$ cat config.mk
export PLATFORM = sky130hd
export DESIGN_NAME = mac2ring
export DESIGN_NICKNAME = d
export VERILOG_FILES = /design/src/rtl/mac2ring_pkg.sv /design/src/rtl/mac2ring_bytecnt.sv /design/src/rtl/mac2ring.sv
export SDC_FILE = /design/constraint.sdc
export NUM_CORES = 1
export LEC_CHECK = 0
export ABC_AREA = 1
export BUFFER_PORTS_ARGS = -buffer_cell sky130_fd_sc_hd__buf_2
export CAP_MARGIN = 20
export CORE_MARGIN = 2
export CORE_UTILIZATION = 44
export CTS_CLUSTER_DIAMETER = 30
export CTS_CLUSTER_SIZE = 14
export DETAILED_ROUTE_END_ITERATION = 6
export GPL_TIMING_DRIVEN = 0
export PLACE_DENSITY = 0.67
export SLEW_MARGIN = 30
export SYNTH_ARGS = -nofsm -noshare
export SYNTH_HDL_FRONTEND = slang
export SYNTH_SLANG_ARGS = --single-unit
$ cat constraint.sdc
create_clock -name clk -period 8.2 [get_ports clk]
set_input_delay 1.64 -clock clk [delete_from_list [all_inputs] [get_ports clk]]
set_output_delay 1.64 -clock clk [all_outputs]
set_load 0.02 [all_outputs]
$ cat src/rtl/mac2ring_pkg.sv
// Shared types for the MAC-to-ring receive path: FSM states, drop causes and
// descriptor field positions.
package mac2ring_pkg;

    typedef enum logic [1:0] {
        IDLE,
        RECV,
        COMMIT,
        DROP
    } state_e;

    typedef enum logic [1:0] {
        CAUSE_BAD,
        CAUSE_OVERSIZE,
        CAUSE_FULL
    } cause_e;

    localparam int LEN_LO = 32;
    localparam int LEN_HI = 47;
    localparam int TS_LO  = 0;
    localparam int TS_HI  = 31;

    function automatic logic [15:0] sat_inc(input logic [15:0] v);
        return (v == 16'hFFFF) ? v : v + 16'd1;
    endfunction

endpackage

$ cat src/rtl/mac2ring_bytecnt.sv
// Byte-mask popcount; counts every set bit, so non-contiguous masks still count.
module mac2ring_bytecnt (
    input  logic [7:0] mask,
    output logic [3:0] count
);

    always_comb begin
        count = 4'd0;
        for (int i = 0; i < 8; i++) begin
            count = count + {3'b000, mask[i]};
        end
    end

endmodule

$ cat src/rtl/mac2ring.sv
// 10G MAC receive beats into a circular packet RAM (descriptor + payload).
// Optional feature macro: MAC2RING_TIMESTAMP_EN (cycle timestamp in descriptor).
module mac2ring
    import mac2ring_pkg::*;
#(
    parameter int AW        = 10,
    parameter int MAX_BYTES = 1522
) (
    input  logic          clk,
    input  logic          rst,
    input  logic [63:0]   mac_rx_data,
    input  logic [7:0]    mac_rx_data_valid,
    input  logic          mac_rx_good_frame,
    input  logic          mac_rx_bad_frame,
    input  logic [AW-1:0] committed_cons,
    output logic          wr_en,
    output logic [AW-1:0] wr_addr,
    output logic [63:0]   wr_data,
    output logic          activity,
    output logic [AW-1:0] committed_prod,
    output logic [15:0]   frames_ok,
    output logic [15:0]   drop_bad,
    output logic [15:0]   drop_oversize,
    output logic [15:0]   drop_full
);

    state_e        state_q, state_d;
    cause_e        cause_q, cause_d;
    logic [AW-1:0] offset_q, offset_d;
    logic [AW-1:0] prod_q, prod_d;
    logic [AW-1:0] cprod_q, cprod_d;
    logic [15:0]   bytes_q, bytes_d;
    logic          wr_en_q, wr_en_d;
    logic [AW-1:0] wr_addr_q, wr_addr_d;
    logic [63:0]   wr_data_q, wr_data_d;
    logic          commit_pend_q, commit_pend_d;
    logic [15:0]   frames_q, frames_d;
    logic [15:0]   bad_q, bad_d;
    logic [15:0]   ovs_q, ovs_d;
    logic [15:0]   full_q, full_d;

    logic [3:0]    beat_bytes;
    logic          has_beat;
    logic          eof;
    logic [AW-1:0] cur_off;
    logic [AW-1:0] free_words;
    logic [15:0]   cur_bytes;
    logic [16:0]   sum_bytes;
    logic          trig;
    cause_e        trig_cause;
    logic          count_now;
    cause_e        count_cause;
    logic [31:0]   desc_ts;
    logic [63:0]   desc_word;

    mac2ring_bytecnt u_bytecnt (
        .mask  (mac_rx_data_valid),
        .count (beat_bytes)
    );

`ifdef MAC2RING_TIMESTAMP_EN
    logic [31:0] ts_q, ts_d;
    logic [31:0] ts_lat_q, ts_lat_d;

    always_comb begin
        ts_d     = ts_q + 32'd1;
        ts_lat_d = (state_q == IDLE && has_beat) ? ts_q : ts_lat_q;
    end

    always_ff @(posedge clk) begin
        if (rst) begin
            ts_q     <= '0;
            ts_lat_q <= '0;
        end else begin
            ts_q     <= ts_d;
            ts_lat_q <= ts_lat_d;
        end
    end

    assign desc_ts = ts_lat_q;
`else
    assign desc_ts = '0;
`endif

    // IDLE treats a new start-of-frame as offset 1 with no bytes seen yet.
    assign has_beat   = (mac_rx_data_valid != 8'd0);
    assign eof        = mac_rx_good_frame | mac_rx_bad_frame;
    assign cur_off    = (state_q == IDLE) ? AW'(1) : offset_q;
    assign cur_bytes  = (state_q == IDLE) ? 16'd0 : bytes_q;
    assign sum_bytes  = {1'b0, cur_bytes} + {13'd0, beat_bytes};
    assign free_words = committed_cons - prod_q - AW'(1);

    always_comb begin
        desc_word                = '0;
        desc_word[LEN_HI:LEN_LO] = bytes_q;
        desc_word[TS_HI:TS_LO]   = desc_ts;
    end

    always_comb begin
        state_d       = state_q;
        cause_d       = cause_q;
        offset_d      = offset_q;
        bytes_d       = bytes_q;
        prod_d        = prod_q;
        wr_en_d       = 1'b0;
        wr_addr_d     = wr_addr_q;
        wr_data_d     = wr_data_q;
        commit_pend_d = 1'b0;
        trig          = 1'b0;
        trig_cause    = CAUSE_FULL;
        count_now     = 1'b0;
        count_cause   = cause_q;
        unique case (state_q)
            IDLE, RECV: begin
                if (state_q == RECV || has_beat) begin
                    if (has_beat && cur_off >= free_words) begin
                        trig       = 1'b1;
                        trig_cause = CAUSE_FULL;
                    end else if (sum_bytes > 17'(MAX_BYTES)) begin
                        trig       = 1'b1;
                        trig_cause = CAUSE_OVERSIZE;
                    end else if (mac_rx_bad_frame || (mac_rx_good_frame && sum_bytes == '0)) begin
                        count_now   = 1'b1;
                        count_cause = CAUSE_BAD;
                        state_d     = IDLE;
                    end else begin
                        if (has_beat) begin
                            wr_en_d   = 1'b1;
                            wr_addr_d = prod_q + cur_off;
                            wr_data_d = mac_rx_data;
                        end
                        offset_d = cur_off + AW'(has_beat);
                        bytes_d  = sum_bytes[15:0];
                        state_d  = mac_rx_good_frame ? COMMIT : RECV;
                    end
                    if (trig) begin
                        cause_d     = trig_cause;
                        count_cause = trig_cause;
                        count_now   = eof;
                        state_d     = eof ? IDLE : DROP;
                    end
                end
            end
            COMMIT: begin
                // offset_q is one past the last payload word, i.e. the frame footprint.
                wr_en_d       = 1'b1;
                wr_addr_d     = prod_q;
                wr_data_d     = desc_word;
                prod_d        = prod_q + offset_q;
                commit_pend_d = 1'b1;
                state_d       = IDLE;
                if (has_beat) begin
                    count_now   = 1'b1;
                    count_cause = CAUSE_BAD;
                end
            end
            DROP: begin
                if (eof) begin
                    count_now   = 1'b1;
                    count_cause = cause_q;
                    state_d     = IDLE;
                end
            end
            default: state_d = IDLE;
        endcase
    end

    // The public pointer lags the internal one so the descriptor lands in RAM first.
    always_comb begin
        cprod_d  = prod_q;
        frames_d = commit_pend_q ? sat_inc(frames_q) : frames_q;
        bad_d    = (count_now && count_cause == CAUSE_BAD)      ? sat_inc(bad_q)  : bad_q;
        ovs_d    = (count_now && count_cause == CAUSE_OVERSIZE) ? sat_inc(ovs_q)  : ovs_q;
        full_d   = (count_now && count_cause == CAUSE_FULL)     ? sat_inc(full_q) : full_q;
    end

    always_ff @(posedge clk) begin
        if (rst) begin
            state_q       <= IDLE;
            cause_q       <= CAUSE_BAD;
            offset_q      <= '0;
            prod_q        <= '0;
            cprod_q       <= '0;
            bytes_q       <= '0;
            wr_en_q       <= 1'b0;
            wr_addr_q     <= '0;
            wr_data_q     <= '0;
            commit_pend_q <= 1'b0;
            frames_q      <= '0;
            bad_q         <= '0;
            ovs_q         <= '0;
            full_q        <= '0;
        end else begin
            state_q       <= state_d;
            cause_q       <= cause_d;
            offset_q      <= offset_d;
            prod_q        <= prod_d;
            cprod_q       <= cprod_d;
            bytes_q       <= bytes_d;
            wr_en_q       <= wr_en_d;
            wr_addr_q     <= wr_addr_d;
            wr_data_q     <= wr_data_d;
            commit_pend_q <= commit_pend_d;
            frames_q      <= frames_d;
            bad_q         <= bad_d;
            ovs_q         <= ovs_d;
            full_q        <= full_d;
        end
    end

    assign wr_en          = wr_en_q;
    assign wr_addr        = wr_addr_q;
    assign wr_data        = wr_data_q;
    assign activity       = wr_en_q;
    assign committed_prod = cprod_q;
    assign frames_ok      = frames_q;
    assign drop_bad       = bad_q;
    assign drop_oversize  = ovs_q;
    assign drop_full      = full_q;

endmodule

Yosys cells after proc, flatten, opt, wreduce, memory -nomap -nowiden:

Cells that the tools add are included.

* input port bits: 86
* word-level logic and storage cells: 129
* output and inout bits: 150
* bits in registers: 190

* mux-type cells: 50
* reductions and logical operators: 21
* bitwise gates (word level): 8
* add/sub/neg operators: 17
* order comparisons: 2
* equal/unequal tests: 17

Operators with widths (count)
* $mux 64: 5
* $pmux 64 s2: 1
* $add 16x1->16 const B: 4
* $eq 16x16->1 const B: 4
* $mux 10: 6
* $mux 2: 16
* $add 4x1->4: 6
* $add 10x10->10: 2
* $pmux 10 s2: 1
* $add 16x4->17: 1
* $gt 17x11->1 const B: 1
* $logic_not 17->1: 1
* $mux 1: 16
* $mux 16: 1
* $ne 2x2->1 const B: 6
* $pmux 2 s3: 2
* $add 10x1->10: 1
* $ge 10x10->1: 1
* $sub 10x1->10 const B: 1
* $sub 10x10->10: 1
* $reduce_and 2->1: 4
* $reduce_bool 8->1: 1
* $not 1->1: 7
* $eq 2x2->1 const B: 3
* 15 further kinds: 23

Depth between registers and ports, before layout:

* depth after elaboration: 20
* depth in mapped cells: 33
* mapped depth without buffers: 33

Hierarchy:

A second synthesis with hierarchy kept.

* cells, all modules: 1473
* area, all modules: 10618.9 um2

Modules (own cells, without submodules)
* mac2ring: cells an instance 1447, sequential area each 3803.6 um2, area an instance 10428.8 um2, instances 1
* mac2ring_bytecnt: cells an instance 26, sequential area each 0.0 um2, area an instance 190.2 um2, instances 1

Worst setup path before layout:

No wires, ideal clock.

* path type: input to register
* start point: in mac_rx_data_valid[0]
* end point: reg full_q[7], in the netlist drop_full[7]
* buffers on the path: 1
* required time: 8.068 ns
* setup slack: 1.962 ns
* arrival time: 6.106 ns
* stages on the path: 28
* setup time: 0.132 ns
* cell sequence: inv_1 -> ha_1 -> inv_1 -> fa_1 -> fa_1 -> fa_1 -> inv_1 -> fa_1 -> fa_1 -> nand2_1 -> nand2_1 -> xor2_1 -> nand3_1 -> clkinv_1 -> nand2_1 -> nor2_1 -> nand3_1 -> nand2_2 -> nand2_2 -> nand2_1 -> nand3_2 -> nand2_1 -> nand2_2 -> nor2_4 -> nand3_4 -> buf_6 -> nand2_1 -> a21oi_1

* word-level cells in the longest chain between the ends: 20
* elaborated cells between the ends (all ways): 38
* classes of those cells: add/sub (8); order compare (1); eq/ne (1); mux (20); reduce/logical (8)

RTL lines
* start: declaration: line mac2ring.sv:12 `input logic [7:0] mac_rx_data_valid,`
* parallel branches: the longest is 18 deep, another holds $add 16x4->17
* $logic_and 1x1->1 *: line mac2ring.sv:174 `full_d = (count_now && count_cause == CAUSE_FULL) ? sat_inc(full_q) : full_q;`
* $reduce_and 2->1 (no source line) *
* end signal: assignment: line mac2ring.sv:207 `full_q <= full_d;`
* end: declaration: line mac2ring.sv:40 `logic [15:0] full_q, full_d;`

Every way passes the cells marked *. The select of a mux whose other input is x is not followed.
A chain may end at the register's enable or synchronous reset.

Worst setup path after layout:

* start point: in mac_rx_data_valid[0]
* end point: reg offset_q[5]

* word-level cells in the longest chain between the ends: 13
* elaborated cells between the ends (all ways): 20
* classes of those cells: add/sub (9); order compare (1); bitwise (3); reduce/logical (7)

RTL lines
* parallel branches: the longest is 13 deep, another holds $add 16x4->17
* end signal: assignment: line mac2ring.sv:196 `offset_q <= offset_d;`
* end: declaration: line mac2ring.sv:29 `logic [AW-1:0] offset_q, offset_d;`

Parallel ways; which one is timed is not known.

==> results.md <==
* Postcts setup bufs at 0
* Synth cell types at 50
* IO Port Bufs at 234
* Post-synth EDFFs at 0
* Final Cell Area at 12,700 sq um
* I/O Pins at around 240
* CTS Root Buffer Type: clkbuf_16
* Post-Route Skew at about 0.012 ns
* Main synth FF type: dfxtp_1
* Remaining DRCs at 0
* Fin crit share at 0.819
* Reg2reg start: state_q[1]$_SDFFE_PP0P_
* Initial Utilization at 0.450
* Non-Filler Instances at between 2k and 2.5k
* Setup ws final at 1.48 ns
* Cell Rows at 56
* Initial antenna violation count at 3
* CP max stage delay at 0.52 ns
* Min Tclk post-route at approximately 6.7 ns
* Setup crit end kind: register
* Core area at about 24,000 sq um
* DP HPWL at ~24 mm
* Max-cap violations at 0
* Clock sink total at 190
* Maximum VDD drop at ~0.12 mV
* Rel. slew slack at 0.384
* Global route total overflow at 0
* Leak at roughly 5.6 nW
* Wire per inst at between 15 and 20 microns
* WP data arrival at about 7.0 ns
* Slowest library cell on the worst path: clkbuf_1
* Hold Startpoint: wr_data[58]$_SDFFE_PP0P_
* Worst Hold Margin at between 0.4 and 0.5 ns
* Most common cell in the synthesized netlist: nand2_1
* Status: completed
* CTS buffer count at 17
* Clk pwr share at 0.327
* Nets at 1,853
* # H-tree levels at 4
* Die span in y at between 150 and 200 microns
* CTS tree: done
* Bufs on Longest Clock Path at 2
* Clk Latency, worst-skew pair at between 0.4 and 0.5 ns
* Worst Setup SP: mac_rx_data_valid[0]
* Finish-stage setup viols at 0
* Sequential share of the synthesized area at 0.359
* GRT Resource Usage Total at 0.245
* Power Dens Cells at roughly 200 nW/um^2
* Post-Place Cells at ~2k
* CP most frequent cell: fa_1
* Max-slew violations at 0
* Worst setup path category: input port to register
* Count of antenna-violating nets left after detailed routing at 0
* Yosys warnings at 0
* CTS clk-pin slew, worst paths at roughly 0.08 ns
* Sw Ratio at 0.360
* Worst min-delay path category: register to register
* GPL Wtd Cong at roughly 0.94
* Mapped Cells at around 1.5k
* Avg Inst Size Synth at slightly above 7 sq um
* Top post-synthesis cells by area: dfxtp_1 36%, nand2_1 9.0%, a21oi_1 7.4%
* Final core occ at 0.541
* Largest net degree at the start of global routing at 20
* Max Fanout on Critical Path at 10
* Total power draw at between 2 and 3 mW
* Area share of the leading cell type in the synthesized netlist at 0.359
* Crit start category: input port
* Async SR Flop Fraction at 0
* Combinational share of power at 0.252
* #FFs+latches synth at 190
* Setup tns final at 0 ns
* First-pass GRT wire length at between 50 and 60 mm
* Placement Cell Area at roughly 12,000 sq um
* Post-Syn Nets at 1,600
* Full die area at ~25,000 sq um
* Switch Pwr at between 0.9 and 1 mW
* First drt pass iteration count at 5
* Fin. Hold Viols at 0
* Largest area contributor in the netlist: dfxtp_1
* Worst path required time at 8.50 ns
* Initial detailed-routing violation count at 770
* Synthesized area at between 10,000 and 15,000 sq um
* CTS resizes at 0
* Crit path cell chain: buf_2 > inv_1 > ha_1 > inv_1 > fa_1 > fa_1 > fa_1 > inv_1 > fa_1 > fa_1 > nand2_1 > nand2_1 > xor2_1 > nand3_1 > nor2_1 > nand3_1 > nand3_1 > nand2_2 > nand3_2 > inv_2 > nand2_1 > clkbuf_1 > clkbuf_1 > a21oi_1
* Unrepaired setup endpoints after global routing: false
* Synth-to-Final Area Change at 20.4%
* Commonest cells in the netlist: 253 x nand2_1, 190 x dfxtp_1, 158 x nor2_1
* Max Clk Rate at 149 MHz
* Total routed wirelength at about 31 mm
* Vias in the first global route at about 10k
* Internal power at around 1.6 mW
* Hold Buf Count CTS at 0
* Post-DR vias/cell at around 5.2
* Flop pwr share at 0.420
* Die Wd at ~160 microns
* Setup WS pre-CTS at approximately 1.1 ns
* Share of cells above drive strength 1 at 0.194
* Tightest Pin Transition at a little over 0.9 ns
* Vias at approximately 11k
-- kinds of logic (layout without fill, tap and decap cells) --
family                     Yosys count  count (layout)  synth area share
AOI/OAI and AO/OA                  263             263             0.138
xor gates and xnor gates            69              69            0.0571
buffers and inverters              215             481            0.0833
adders and majority gates           59              59            0.0754
other                                0               2                 0
DFF                                190             190             0.359
and+or+nand+nor                    659             659             0.287
-- critical path, delay by kind of cell --
family / cells / cell delay, ns
AOI/OAI and AO/OA: 1 / 0.17
xor gates and xnor gates: 1 / 0.30
adders and majority gates: 6 / 2.51
buffers and inverters: 7 / 1.25
and+or+nand+nor: 9 / 1.13
-- placed cells by master (no fill, tap or decap), types with 4 or more instances in the layout --
master     Yosys  final
dfxtp_1      190    190
nand3_4        4      4
o221ai_1      16     16
nor2_2         8      8
nand3_1      111    111
nand3_2        4      4
buf_2         10    244
a31oi_1        4      4
o22ai_1        6      6
inv_1        146    146
buf_4          5      5
nand2_2       10     10
nor2_4         6      6
nor2_1       158    158
clkbuf_1      38     38
xor2_1        49     49
inv_8          0      4
fa_1           8      8
nand2_1      253    253
o21bai_1       4      4
ha_1          51     51
a21oi_1      157    157
nor3_1        35     35
nor4_1        12     11
inv_2          4      4
clkbuf_16      0     17
inv_6          0      4
xnor2_1       20     20
o21ai_0       57     57
nand4_1       43     43
buf_6          5      5
-- metal layers --
layer  part of all wire  vias to the layer above  wire [microns]  track usage
met5            0.00038                        -              12            0
met4              0.017                        2             547       0.0636
met3              0.064                       50            2010       0.0500
met2               0.47                      326           14700        0.417
met1               0.45                     4926           14100        0.317
li1                   -                     5379               -            -
-- worst paths after layout --
path	to	slack, ns	depth (start not counted)
setup / recovery	offset_q[5]$_SDFFE_PP0P_	1.48	24
hold / removal	wr_data[58]$_SDFFE_PP0P_	0.46	2
setup reg to reg	offset_q[5]$_SDFFE_PP0P_	3.14	21
hold reg to reg	wr_data[58]$_SDFFE_PP0P_	0.46	2
-- sequential cells by signal (all words and copies together) (netlist names) --
register,cells
activity,1
offset_q,10
state_q,2
frames_ok,16
drop_full,16
commit_pend_q,1
drop_oversize,16
wr_data,64
cprod_d,10
drop_bad,16
cause_q,2
bytes_q,16
wr_addr,10
committed_prod,10
-- power by group through the flow --
stage	Combinational, mW	Clock (mW)	Sequential [mW]
2_1_floorplan	0.364	0	1.13
3_3_place_gp	0.621	0	1.08
3_5_place_dp	0.633	0	1.08
4_1_cts	0.636	0.838	1.06
5_1_grt	0.704	0.873	1.07
6_report	0.637	0.826	1.06
-- cell type report --
class                   instances  area [sq um]
inverters                     154           581
multi-input cells            1050          5910
clock inverters                15           149
well taps                     319           399
clock buffers                  17           425
diodes                          2          5.00
fillers                      2404         10800
repair buffers                234          1170
flip-flops and latches        190          3800
plain buffers                  61           302
Note: power is estimated with default switching activity, not from simulation.
